==> config.mk <==
export PLATFORM = sky130hd
export DESIGN_NAME = calc1_top
export DESIGN_NICKNAME = d
export VERILOG_FILES = /design/src/rtl/calc1_top.sv
export SDC_FILE = /design/constraint.sdc
export NUM_CORES = 2
export LEC_CHECK = 0
export CORE_MARGIN = 10
export CORE_UTILIZATION = 50
export CTS_BUF_LIST = sky130_fd_sc_hd__clkbuf_4
export DETAILED_ROUTE_END_ITERATION = 8
export GPL_TIMING_DRIVEN = 0
export PLACE_DENSITY = 0.7
export SETUP_SLACK_MARGIN = 0.2
export SYNTH_ARGS = -nofsm -noshare
export SYNTH_HDL_FRONTEND = slang
export SYNTH_SLANG_ARGS = --single-unit
==> constraint.sdc <==
create_clock -name c_clk -period 50.3 [get_ports c_clk]
set_clock_uncertainty 0.1 [all_clocks]
set_input_delay 7.545 -clock c_clk [delete_from_list [all_inputs] [get_ports c_clk]]
set_output_delay 7.545 -clock c_clk [all_outputs]
set_load 0.01 [all_outputs]
==> src/rtl/calc1_top.sv <==
// calc1_top: four independent two-operand calculator ports.
// Each port takes a command, operand1 and tag in one cycle, operand2 in the
// next, and presents a one-cycle registered response on the edge after that.
// A port can accept a new command on the same edge it registers a response,
// so each port sustains one command every two cycles.
module calc1_top (
    input  logic        c_clk,
    input  logic [6:0]  reset,

    input  logic [3:0]  req1_cmd_in,
    input  logic [31:0] req1_data_in,
    input  logic [1:0]  req1_tag_in,
    input  logic [3:0]  req2_cmd_in,
    input  logic [31:0] req2_data_in,
    input  logic [1:0]  req2_tag_in,
    input  logic [3:0]  req3_cmd_in,
    input  logic [31:0] req3_data_in,
    input  logic [1:0]  req3_tag_in,
    input  logic [3:0]  req4_cmd_in,
    input  logic [31:0] req4_data_in,
    input  logic [1:0]  req4_tag_in,

    output logic [1:0]  out_resp1,
    output logic [31:0] out_data1,
    output logic [1:0]  out_tag1,
    output logic [1:0]  out_resp2,
    output logic [31:0] out_data2,
    output logic [1:0]  out_tag2,
    output logic [1:0]  out_resp3,
    output logic [31:0] out_data3,
    output logic [1:0]  out_tag3,
    output logic [1:0]  out_resp4,
    output logic [31:0] out_data4,
    output logic [1:0]  out_tag4
);

    typedef enum logic [1:0] {
        ST_IDLE = 2'd0,   // waiting for a command edge
        ST_OPND = 2'd1,   // command captured, operand2 arrives on next edge
        ST_EXEC = 2'd2    // both operands held, response registers this edge
    } state_t;

    localparam logic [3:0] CMD_NOP = 4'd0;
    localparam logic [3:0] CMD_ADD = 4'd1;
    localparam logic [3:0] CMD_SUB = 4'd2;
    localparam logic [3:0] CMD_SHL = 4'd5;
    localparam logic [3:0] CMD_SHR = 4'd6;

    localparam logic [1:0] RESP_NONE = 2'd0;
    localparam logic [1:0] RESP_OK   = 2'd1;
    localparam logic [1:0] RESP_ERR  = 2'd2;

    // The block runs only when every reset bit is high; any low bit resets it.
    logic rst_n;
    assign rst_n = &reset;

    // Gather the per-port pins into arrays so all ports share one generate body.
    logic [3:0]  cmd_in  [4];
    logic [31:0] data_in [4];
    logic [1:0]  tag_in  [4];
    logic [1:0]  resp_q  [4];
    logic [31:0] data_q  [4];
    logic [1:0]  tag_q   [4];

    assign cmd_in[0]  = req1_cmd_in;
    assign cmd_in[1]  = req2_cmd_in;
    assign cmd_in[2]  = req3_cmd_in;
    assign cmd_in[3]  = req4_cmd_in;
    assign data_in[0] = req1_data_in;
    assign data_in[1] = req2_data_in;
    assign data_in[2] = req3_data_in;
    assign data_in[3] = req4_data_in;
    assign tag_in[0]  = req1_tag_in;
    assign tag_in[1]  = req2_tag_in;
    assign tag_in[2]  = req3_tag_in;
    assign tag_in[3]  = req4_tag_in;

    assign out_resp1 = resp_q[0];
    assign out_data1 = data_q[0];
    assign out_tag1  = tag_q[0];
    assign out_resp2 = resp_q[1];
    assign out_data2 = data_q[1];
    assign out_tag2  = tag_q[1];
    assign out_resp3 = resp_q[2];
    assign out_data3 = data_q[2];
    assign out_tag3  = tag_q[2];
    assign out_resp4 = resp_q[3];
    assign out_data4 = data_q[3];
    assign out_tag4  = tag_q[3];

    genvar gi;
    generate
        for (gi = 0; gi < 4; gi++) begin : g_port
            state_t      state_reg;
            state_t      state_next;
            logic        cap_cmd;
            logic        cap_op2;

            logic [3:0]  cmd_reg;
            logic [31:0] op1_reg;
            logic [31:0] op2_reg;
            logic [1:0]  tag_reg;

            logic [32:0] sum;
            logic [1:0]  resp_next;
            logic [31:0] data_next;

            logic [1:0]  resp_reg;
            logic [31:0] data_reg;
            logic [1:0]  tag_out_reg;

            // State register for the per-port capture sequencer.
            always_ff @(posedge c_clk or negedge rst_n) begin
                if (!rst_n) begin
                    state_reg <= ST_IDLE;
                end else begin
                    state_reg <= state_next;
                end
            end

            // Next-state and capture strobes; the response edge doubles as a
            // command edge so back-to-back commands need no idle cycle.
            always_comb begin
                state_next = state_reg;
                cap_cmd    = 1'b0;
                cap_op2    = 1'b0;
                case (state_reg)
                    ST_IDLE: begin
                        if (cmd_in[gi] != CMD_NOP) begin
                            cap_cmd    = 1'b1;
                            state_next = ST_OPND;
                        end
                    end
                    ST_OPND: begin
                        // Whatever is on the command pins now is ignored.
                        cap_op2    = 1'b1;
                        state_next = ST_EXEC;
                    end
                    ST_EXEC: begin
                        if (cmd_in[gi] != CMD_NOP) begin
                            cap_cmd    = 1'b1;
                            state_next = ST_OPND;
                        end else begin
                            state_next = ST_IDLE;
                        end
                    end
                    default: begin
                        state_next = ST_IDLE;
                    end
                endcase
            end

            // Capture registers for command, operand1, tag and operand2.
            always_ff @(posedge c_clk or negedge rst_n) begin
                if (!rst_n) begin
                    cmd_reg <= CMD_NOP;
                    op1_reg <= '0;
                    op2_reg <= '0;
                    tag_reg <= '0;
                end else begin
                    if (cap_cmd) begin
                        cmd_reg <= cmd_in[gi];
                        op1_reg <= data_in[gi];
                        tag_reg <= tag_in[gi];
                    end
                    if (cap_op2) begin
                        op2_reg <= data_in[gi];
                    end
                end
            end

            // ALU: unsigned add/sub with range errors, logical shifts by the
            // low five bits of operand2, everything else is an invalid command.
            always_comb begin
                sum       = {1'b0, op1_reg} + {1'b0, op2_reg};
                resp_next = RESP_ERR;
                data_next = '0;
                case (cmd_reg)
                    CMD_ADD: begin
                        if (!sum[32]) begin
                            resp_next = RESP_OK;
                            data_next = sum[31:0];
                        end
                    end
                    CMD_SUB: begin
                        if (op1_reg >= op2_reg) begin
                            resp_next = RESP_OK;
                            data_next = op1_reg - op2_reg;
                        end
                    end
                    CMD_SHL: begin
                        resp_next = RESP_OK;
                        data_next = op1_reg << op2_reg[4:0];
                    end
                    CMD_SHR: begin
                        resp_next = RESP_OK;
                        data_next = op1_reg >> op2_reg[4:0];
                    end
                    default: begin
                        resp_next = RESP_ERR;
                        data_next = '0;
                    end
                endcase
            end

            // Response registers: loaded for exactly one cycle on the response
            // edge, otherwise forced to zero so idle outputs read all-zero.
            always_ff @(posedge c_clk or negedge rst_n) begin
                if (!rst_n) begin
                    resp_reg    <= RESP_NONE;
                    data_reg    <= '0;
                    tag_out_reg <= '0;
                end else if (state_reg == ST_EXEC) begin
                    resp_reg    <= resp_next;
                    data_reg    <= data_next;
                    tag_out_reg <= tag_reg;
                end else begin
                    resp_reg    <= RESP_NONE;
                    data_reg    <= '0;
                    tag_out_reg <= '0;
                end
            end

            assign resp_q[gi] = resp_reg;
            assign data_q[gi] = data_reg;
            assign tag_q[gi]  = tag_out_reg;
        end
    endgenerate

endmodule

# Word-level counts from Yosys, hierarchy flattened
# Index checks and enable logic that the tools add are counted.
# totals
ff_bits	432
input_bits	160
output_inout_bits	144
word_cells	157
# classes
addsub	8
n_lt_le_gt_ge	4
eq_ne	28
n_shift	8
mux	60
n_reduce_logical	17
# ops
operator	count
32-bit case mux with 4 select lines	4
32-bit 2-to-1 mux	12
32-bit by 32-bit adder with 33-bit output	4
32-bit greater-or-equal comparator	4
32-bit by 5-bit << shifter with 32-bit output	4
32-bit by 5-bit >> shifter with 32-bit output	4
32-bit subtractor	4
2-bit case mux with 3 select lines	8
2-bit 2-to-1 mux	20
4-bit by 3-bit == test with 1-bit output (second input constant)	8
4-bit by 1-bit == test with 1-bit output (second input constant)	4
4-bit by 2-bit == test with 1-bit output (second input constant)	4
1-bit 2-to-1 mux	16
4-bit nonzero test	4
2-bit OR reduction	8
2-bit by 1-bit == test with 1-bit output (second input constant)	4
2-bit == test (second input constant)	4
2-bit logical NOT	4
2-bit != test (second input constant)	4
7-bit AND reduction	1

# Longest topological paths before layout
# depth
word_depth	4
ltp_mapped	18
ltp_nobuf	13

# Least setup slack after synthesis
# OpenSTA, ideal clock, no wires.
# synth_path
path_kind	input-to-reg
startpoint	input port req1_cmd_in[1]
endpoint	register g_port[0].op1_reg[11]
setup_ns	0.125
t_arrival_ns	8.676
t_required_ns	50.075
slack_ns	41.399
path_stages	4
n_path_buf	1
cell_sequence	nor4_1 nor2_1 clkbuf_1 mux2_2
# synth_via
elab_chain_cells	3
# synth_rtl
element	line_no	text
start, declared	10	input logic [3:0] req1_cmd_in,
4-bit nonzero test	129, 140	
1-bit 2-to-1 mux	129, 140	
1-bit 2-to-1 mux	-	
end signal, assigned	163	op1_reg <= data_in[gi];
end, declared	100	logic [31:0] op1_reg;
# Every way passes these cells.
# A chain may end at the register's enable or synchronous reset.

# Worst setup path after layout
# layout_path
startpoint	register g_port[0].data_reg[23], in the netlist out_data1[23]
endpoint	output port out_data1[23]
# layout_rtl
element	line_no	text
start, declared	109	logic [31:0] data_reg;
start signal, assigned	215	data_reg <= data_next;
end, declared	24	output logic [31:0] out_data1,
# No word-level cell between the ends.

==> flow_metrics.tcl <==
set metrics [dict create \
    yosys.area_share.simple 0.177 \
    num_rows 106 \
    slowest_stage_cell_crit_path "sky130_fd_sc_hd__clkdlybuf4s50_1" \
    drive_gt1_frac 0.0757 \
    synth_top_family_by_area "compound AO/OA/AOI/OAI gates" \
    post-dp-hpwl_mm 153 \
    post_cts_resize_count 0 \
    globalplace.congestion 1.11 \
    clock_insertion_delay_worst_skew_ps 1070 \
    worst_slew_pin_slew_ps 1390 \
    detailroute.via_count 47400 \
    final-hold-violation-count 0 \
    area_growth_syn_to_layout_pct 14.5 \
    remaining_drc_errors 0 \
    clk_transition_reported_paths_ps 70 \
    floorplan.io_pins 304 \
    gr-usage-all-layers 0.384 \
    cts.repair_timing.setup_buffer_count 0 \
    end_kind "primary output" \
    share_clk_of_total_power 0.089 \
    fin_setup_tns_ps 0 \
    vdd_ir_drop_max_mv 0.0383 \
    power.share.sequential 0.160 \
    grt_pass1_vias 44600 \
    buffer_ports.inserted 303 \
    fin_ws_ps 40540 \
    switching_power_uw 1990 \
    nets 6344 \
    timing.critical_path.max_delay_family "buffers and inverters" \
    min-delay-path-class "reg2reg" \
    largest_driver_fanout_on_the_critical_path 2 \
    yosys.cell_types.count 89 \
    hold-worst-slack_ps 396 \
    cp_data_arrival_time_ps 2120 \
    synth.mux.area_fraction 0.111 \
    dieArea_um2 96100 \
    number_of_endpoints_failing_setup_at_the_final_stage 0 \
    reg2reg_from "g_port[1].op2_reg[1]$_DFFE_PN0N_" \
    initial_antenna_violation_count 8 \
    detail_route.vias_per_cell 6.68 \
    post-route-min-period_ps 9760 \
    initial_drc_count 6483 \
    crit_required_ps 42660 \
    switching_power_share_of_the_total 0.580 \
    most_common_cell_after_layout_fill_and_taps_aside "sky130_fd_sc_hd__nor2_1" \
    synth_fp_nets 5911 \
    slew_violations 0 \
    cts-buffers-inserted 113 \
    netlist_area_um2 42000 \
    cellInternalPower_uw 1440 \
    routed_wirelength_mm 192 \
    total_leakage_power_uw 0.0203 \
    synthesis.instances 5483 \
    synth_xor_area_frac 0.0225 \
    hold_path.startpoint "g_port[3].tag_reg[0]$_DFFE_PN0P_" \
    synth_adder_area_share 0.0812 \
    run_status "finished, final reports clean" \
    timing.critical_path.cells "clkdlybuf4s50_1" \
    yosys_warnings 0 \
    layout_common_cells "sky130_fd_sc_hd__nor2_1 (582), sky130_fd_sc_hd__nand2_1 (524), sky130_fd_sc_hd__o21ai_0 (517)" \
    cts-htree-levels 3 \
    place_worst_setup_slack_ps 39930 \
    cts_hold_buffers 0 \
    dieHeight_um 310 \
    clock.fmax_mhz 102 \
    timing.final.crit_share 0.194 \
    critical_path.n_buffers_inverters 1 \
    wire_per_inst_um 27.1 \
    rsz0062_at_grt "false" \
    crit_path_start "out_data1[23]$_DFF_PN0_" \
    place_area_um2 46700 \
    tritoncts "yes" \
    post-route-cell-area_um2 48100 \
    effective_utilization_at_floorplan 0.503 \
    postSynth.topFlopCell "sky130_fd_sc_hd__dfrtp_1" \
    critPathMaxStageDelay_ps 600 \
    die_w_um 310 \
    timing.max_slew.rel_slack 0.0683 \
    buffer_depth_of_the_longest_clock_path 3 \
    firstDrtPassIters 6 \
    path_class "reg2out" \
    grt-ovfl-total 0 \
    drtAntennaViolNets 0 \
    synth_async_sr_flop_share 1.00 \
    design.core.area_um2 83600 \
    grt_start_max_net_pins 36 \
    timing.critical_path.from_type "register" \
    synth_compound_area_frac 0.289 \
    combPwrFrac 0.751 \
    grt_first_pass_wirelength_mm 283 \
    synth_seq_area_share 0.257 \
    drv_cap 0 \
    post-route-util 0.576 \
    cts-root-buf "sky130_fd_sc_hd__clkbuf_4" \
    synth-seq-cells 432 \
    power.density_cell_area_nw_per_um2 71.4 \
    synth_area_per_cell_um2 7.67 \
    synth-edff-count 0 \
    tritoncts_num_sinks 432 \
]
-- final timing paths --
kind / to / slack (ps) / depth (start not counted)
worst min register to register: out_tag4[0]$_DFF_PN0_ / 400 / 2
worst max-delay path: out_data1[23] / 40540 / 1
worst min-delay path: out_tag4[0]$_DFF_PN0_ / 400 / 2
max in group asynchronous: g_port[3].op1_reg[16]$_DFFE_PN0P_ / 41230 / 8
min in group asynchronous: out_data2[31]$_DFF_PN0_ / 7120 / 3
worst max register to register: out_data2[26]$_DFF_PN0_ / 43140 / 16
-- final cells by class --
class                   instances  area [um2]
plain buffers                 384        1490
multi-input cells            4365       28600
diodes                         13        32.5
fillers                      7936       35400
inverters                     302        1130
clock inverters                36         161
repair buffers                318        3330
well taps                    1080        1350
clock buffers                 161        1210
flip-flops and latches        432       10800
-- cells in the mapped netlist, types with 11 or more instances --
master | n | share of area
sky130_fd_sc_hd__o221ai_1 | 28 | 0.0058
sky130_fd_sc_hd__a211o_1 | 20 | 0.0042
sky130_fd_sc_hd__nand3_1 | 64 | 0.0076
sky130_fd_sc_hd__a22o_1 | 15 | 0.0031
sky130_fd_sc_hd__o31a_1 | 11 | 0.0023
sky130_fd_sc_hd__nor2b_1 | 68 | 0.010
sky130_fd_sc_hd__nor3_1 | 106 | 0.013
sky130_fd_sc_hd__nor4_1 | 38 | 0.0057
sky130_fd_sc_hd__a22oi_1 | 38 | 0.0068
sky130_fd_sc_hd__dfrtp_1 | 432 | 0.26
sky130_fd_sc_hd__xor2_1 | 13 | 0.0027
sky130_fd_sc_hd__o211ai_1 | 61 | 0.011
sky130_fd_sc_hd__a221oi_1 | 49 | 0.010
sky130_fd_sc_hd__or2_2 | 17 | 0.0025
sky130_fd_sc_hd__o31ai_1 | 36 | 0.0064
sky130_fd_sc_hd__nand4_1 | 32 | 0.0048
sky130_fd_sc_hd__a31oi_1 | 94 | 0.014
sky130_fd_sc_hd__nand2_1 | 524 | 0.047
sky130_fd_sc_hd__mux4_2 | 31 | 0.017
sky130_fd_sc_hd__a21o_1 | 75 | 0.013
sky130_fd_sc_hd__mux2_2 | 167 | 0.045
sky130_fd_sc_hd__o21a_1 | 31 | 0.0055
sky130_fd_sc_hd__or3_1 | 42 | 0.0063
sky130_fd_sc_hd__o22a_1 | 16 | 0.0033
sky130_fd_sc_hd__ha_1 | 260 | 0.077
sky130_fd_sc_hd__xnor2_1 | 95 | 0.020
sky130_fd_sc_hd__a21oi_1 | 508 | 0.060
sky130_fd_sc_hd__nand2b_1 | 101 | 0.015
sky130_fd_sc_hd__and3_1 | 20 | 0.0030
sky130_fd_sc_hd__mux2i_1 | 209 | 0.050
sky130_fd_sc_hd__a211oi_1 | 70 | 0.013
sky130_fd_sc_hd__o21bai_1 | 67 | 0.012
sky130_fd_sc_hd__a21boi_0 | 12 | 0.0021
sky130_fd_sc_hd__clkinv_1 | 13 | 0.0012
sky130_fd_sc_hd__o22ai_1 | 115 | 0.017
sky130_fd_sc_hd__buf_2 | 24 | 0.0029
sky130_fd_sc_hd__clkbuf_1 | 288 | 0.026
sky130_fd_sc_hd__inv_1 | 287 | 0.026
sky130_fd_sc_hd__nor2_1 | 583 | 0.052
sky130_fd_sc_hd__o2bb2ai_1 | 13 | 0.0027
sky130_fd_sc_hd__buf_1 | 69 | 0.0062
sky130_fd_sc_hd__and2_1 | 24 | 0.0036
sky130_fd_sc_hd__o21ai_0 | 517 | 0.062
sky130_fd_sc_hd__a221o_1 | 29 | 0.0069
-- power by group through the flow --
| stage | registers (uW) | logic (uW) | clock network [uW] |
|---|---|---|---|
| finish | 550 | 2580 | 307 |
| global route | 557 | 2730 | 331 |
| CTS | 543 | 2460 | 314 |
| detailed placement | 549 | 2440 | 0 |
| global placement | 544 | 2450 | 0 |
| floorplan | 504 | 1720 | 0 |
-- metrics by stage --
| stage | cells | total power (uW) |
|---|---|---|
| 2_1_floorplan | 5483 | 2220 |
| 3_3_place_gp | 6866 | 2990 |
| 3_5_place_dp | 6881 | 2990 |
| 4_1_cts | 7078 | 3310 |
| 5_1_grt | 7084 | 3620 |
| 6_report | 7091 | 3430 |
-- logic make-up (layout without fill, tap and decap cells) --
kind of cell	count (synthesis)	count (layout)
other	0	13
XOR/XNOR	108	108
multiplexers	407	407
AND/OR/NAND/NOR	1655	1655
AO/OA/AOI/OAI	1927	1927
flip-flops	432	432
buffers and inverters	686	1201
adder cells (fa/ha/maj)	268	268
-- layer usage --
metal | up-vias | GRT usage | routed length [um]
li1 | 20800 | - | -
met1 | 22600 | 0.495 | 75000
met2 | 3240 | 0.584 | 82500
met3 | 713 | 0.102 | 23000
met4 | 8 | 0.202 | 11800
met5 | - | 0 | 57
(Power assumes the default switching activity.)
